--- config.mk ---
export PLATFORM = sky130hd
export DESIGN_NAME = four_bit_comparator
export DESIGN_NICKNAME = d
export VERILOG_FILES = /design/src/rtl/four_bit_comparator.sv
export SDC_FILE = /design/constraint.sdc
export NUM_CORES = 1
export LEC_CHECK = 0
export BUFFER_PORTS_ARGS = -buffer_cell sky130_fd_sc_hd__buf_2
export CORE_AREA = 2 2 39 41
export DETAILED_ROUTE_END_ITERATION = 8
export DIE_AREA = 0 0 41 43
export GPL_ROUTABILITY_DRIVEN = 0
export HOLD_SLACK_MARGIN = 0.1
export PLACE_DENSITY_LB_ADDON = 0.05
export SYNTH_ARGS = -nofsm -noshare
export SYNTH_HDL_FRONTEND = slang
export SYNTH_SLANG_ARGS = --single-unit
--- constraint.sdc ---
create_clock -name clk -period 0.8 [get_ports clk]
set_input_delay 0.16 -clock clk [delete_from_list [all_inputs] [get_ports clk]]
set_output_delay 0.16 -clock clk [all_outputs]
set_load 0.05 [all_outputs]
--- src/rtl/four_bit_comparator.sv ---
// Registered magnitude comparator. A and B are captured on in_valid and the
// one-hot eq/gt/lt result is presented one clock later with out_valid.
// SIGNED selects unsigned magnitude or two's-complement ordering.
module four_bit_comparator #(
  parameter int WIDTH  = 4,
  parameter bit SIGNED = 1'b0
) (
  input  logic             clk,
  input  logic             rst_n,
  input  logic             in_valid,
  input  logic [WIDTH-1:0] A,
  input  logic [WIDTH-1:0] B,
  output logic             out_valid,
  output logic             eq,
  output logic             gt,
  output logic             lt
);

  logic w_eq;
  logic w_gt;
  logic w_lt;

  logic r_valid;
  logic r_eq;
  logic r_gt;
  logic r_lt;

  assign w_eq = (A == B);

  // Ordering depends on how the MSB is interpreted; pick it at elaboration.
  generate
    if (SIGNED) begin : g_signed
      assign w_gt = ($signed(A) > $signed(B));
    end else begin : g_unsigned
      assign w_gt = (A > B);
    end
  endgenerate

  // Exactly one flag is set: lt is whatever is neither equal nor greater.
  assign w_lt = ~w_eq & ~w_gt;

  // Capture the result on in_valid; otherwise keep flags and drop out_valid.
  always_ff @(posedge clk or negedge rst_n) begin
    if (!rst_n) begin
      r_valid <= 1'b0;
      r_eq    <= 1'b0;
      r_gt    <= 1'b0;
      r_lt    <= 1'b0;
    end else begin
      r_valid <= in_valid;
      if (in_valid) begin
        r_eq <= w_eq;
        r_gt <= w_gt;
        r_lt <= w_lt;
      end
    end
  end

  assign out_valid = r_valid;
  assign eq        = r_eq;
  assign gt        = r_gt;
  assign lt        = r_lt;

endmodule

==> qor.txt <==
Status - complete, but fails checks
Largest net degree at the start of global routing - 5
Highest routed layer - met3
Drt first pass iters - 1
Routed len/inst - 10.4 um
Slew Limit Headroom - 84.8%
Final Hold Vio Count - 0
Worst reg-to-reg path cell count - 4
Netlist Area Pre-Place - 251 um2
Peak VDD IR - 0.337 mV
Synth async-reset ratio - 100%
Initial core utilization - 18.2%
Clock transition at path regs - 0.04 ns
M1 WL - 177 um
Post-route minimum period - 0.952 ns
Cell taking the most area after synthesis - dfrtp_1
Cell variety after synth - 13
CP bufs+invs - 1
CP Class - flop to output port
Static leakage - 0.000244 uW
Seq/Total Area, Yosys - 39.8%
YS warnings - 0
Antenna viol nets, final - 0
Nets@finish - 62
Initial antenna violation count - 0
Total of max-cap violations - 0
Reg2reg setup slack - -0.15 ns
Cell Rows - 14
Total wire length after detailed routing - 637 um
CP delay by family, top - flip-flops
Min-Delay Path Depth - 2
Min-delay worst type - input port to flop
Min-delay src - in_valid
Root buffer cell - clkbuf_4
H-Tree Depth - 1
DIE HEIGHT - 43 um
Max-slew violations - 0
Clock Latency Late Sink - 0.23 ns
Crit path DAT - 0.79 ns
Critical-path cell list - buf_6
CTS sink cnt - 4
Worst setup margin - -0.152 ns
Number of synthesized flops with an enable pin - 0
IO Port Bufs - 14
N_diodes - 0
Post-synth top cells - inv_1, dfrtp_1, ha_1
Dominant cell by count in the synthesized netlist - inv_1
Vias in the first global route - 285
First-pass GRT wire length - 1040 um
GRT Total Usage - 9.55%
Power, Total - 805 uW
Via density - 4.00
DP Worst Slack - -0.415 ns
R2r startpoint - gt
TNS Setup - -0.774 ns
R2R Path End - gt
Remaining DRCs - 0
Die area - 1760 um2
Top_reg_cell synth - dfrtp_1
Met2 routed WL - 425 um
DR iter-0 viols - 0
Crit-path max FO - 2
Synth top area share - 39.8%
RSZ-0062 raised after global routing - yes
FMAX - 1050 MHz
Crit path capture type - output port
#FFs+latches synth - 4
Die width - 41 um
Top cells by area, synth - dfrtp_1, ha_1, inv_1
Final setup vio count - 6
Worst path required time - 0.64 ns
Synthesized instance count - 24
Power Density - 1620 nW/um2
Worst Hold End - out_valid
GRT overflow - 0
Failing checks - negative setup slack
Worst Max-Slew Pin Slew - 0.226 ns
Cts bufs inserted - 3
Crit path largest cell delay - 0.40 ns
Critical path's slowest cell - dfrtp_2
Io pins - 15
Final clock skew - 0 ns
TritonCTS clock tree - done
Share of cells above drive strength 1 - 64.4%
Type of origin of the critical path - flop
Met3 wire length - 34 um
Core Region - 1380 um2
Syn_area_per_cell - 10.5 um2
Area growth from synthesis to layout - 98.0%
Clock Path Buffers - 2
Syn_nets - 39
Tcrit/Tclk final - 119%
CP Depth - 1
DR vias - 244
## logic make-up after synthesis
family | synth area share (%)
AO/OA/AOI/OAI | 12.9
AND/OR/NAND/NOR | 19.9
flip-flops | 39.8
adder cells (fa/ha/maj) | 19.9
buffers and inverters | 7.46
## metal layers
metal	vias to the layer above	global-route usage [%]
li1	126	-
met1	109	8.06
met2	9	16.3
met3	0	0
met4	0	12.0
met5	-	0
## area by class of cell
class	instances	area (um2)
clock buffer	3	22.5
fill	145	886
inverter	5	31.3
multi-input combinational	15	171
sequential	4	103
tap	16	20.0
timing repair buffer	18	150
## registers in the layout, summed over array words and instances (netlist names)
signal,flops
eq,1
gt,1
lt,1
out_valid,1
## placed cells by master, fill, tap and decap left out
cell and n:
a22oi_1 1, a32o_1 1, and3b_1 1, buf_2 7, buf_4 3, buf_6 6, buf_8 1, clkbuf_4 3
dfrtp_1 2, dfrtp_2 2, dlygate4sd3_1 1, ha_1 2, ha_4 2, inv_1 3, inv_12 1, inv_2 1
nand2_1 1, nand2_2 1, nand2b_4 1, nand4_1 1, nor2b_1 1, nor3b_4 1, o211ai_1 1, o21a_1 1
## how the worst max path moves through the flow
stage / startpoint / end / slack, ns
global placement: B[1] / lt / -0.39
detailed placement: B[1] / lt / -0.41
CTS: eq / eq / -0.16
floorplan: B[1] / lt / -0.17
global route: gt / gt / -0.18
finish: gt / gt / -0.15
## report_power, final
group | internal, uW | switching, uW | leakage, uW
logic | 154 | 160 | 0.000184
registers | 227 | 15.1 | 0.0000464
clock network | 168 | 81.4 | 0.0000138
## what timing repair did
action / CTS / global route
setup buffers: 2 / 0
pin swaps: 3 / 7
resized for setup: 12 / 4
endpoints found under the setup margin: 6 / 7
hold buffers: 1 / 0
hold endpoints to repair: 4 / 0
## metrics by stage
step	cell area [um2]	utilization (%)	hold WS, ns	cells
final	498	36.0	0.174	61
after global routing	498	36.0	0.174	61
after CTS	478	34.5	0.168	61
after detailed placement	389	28.1	-0.0303	55
after global placement	389	28.1	-0.0333	55
after floorplan	292	-	-0.136	24
No activity file was read; power rests on OpenSTA's default activity.
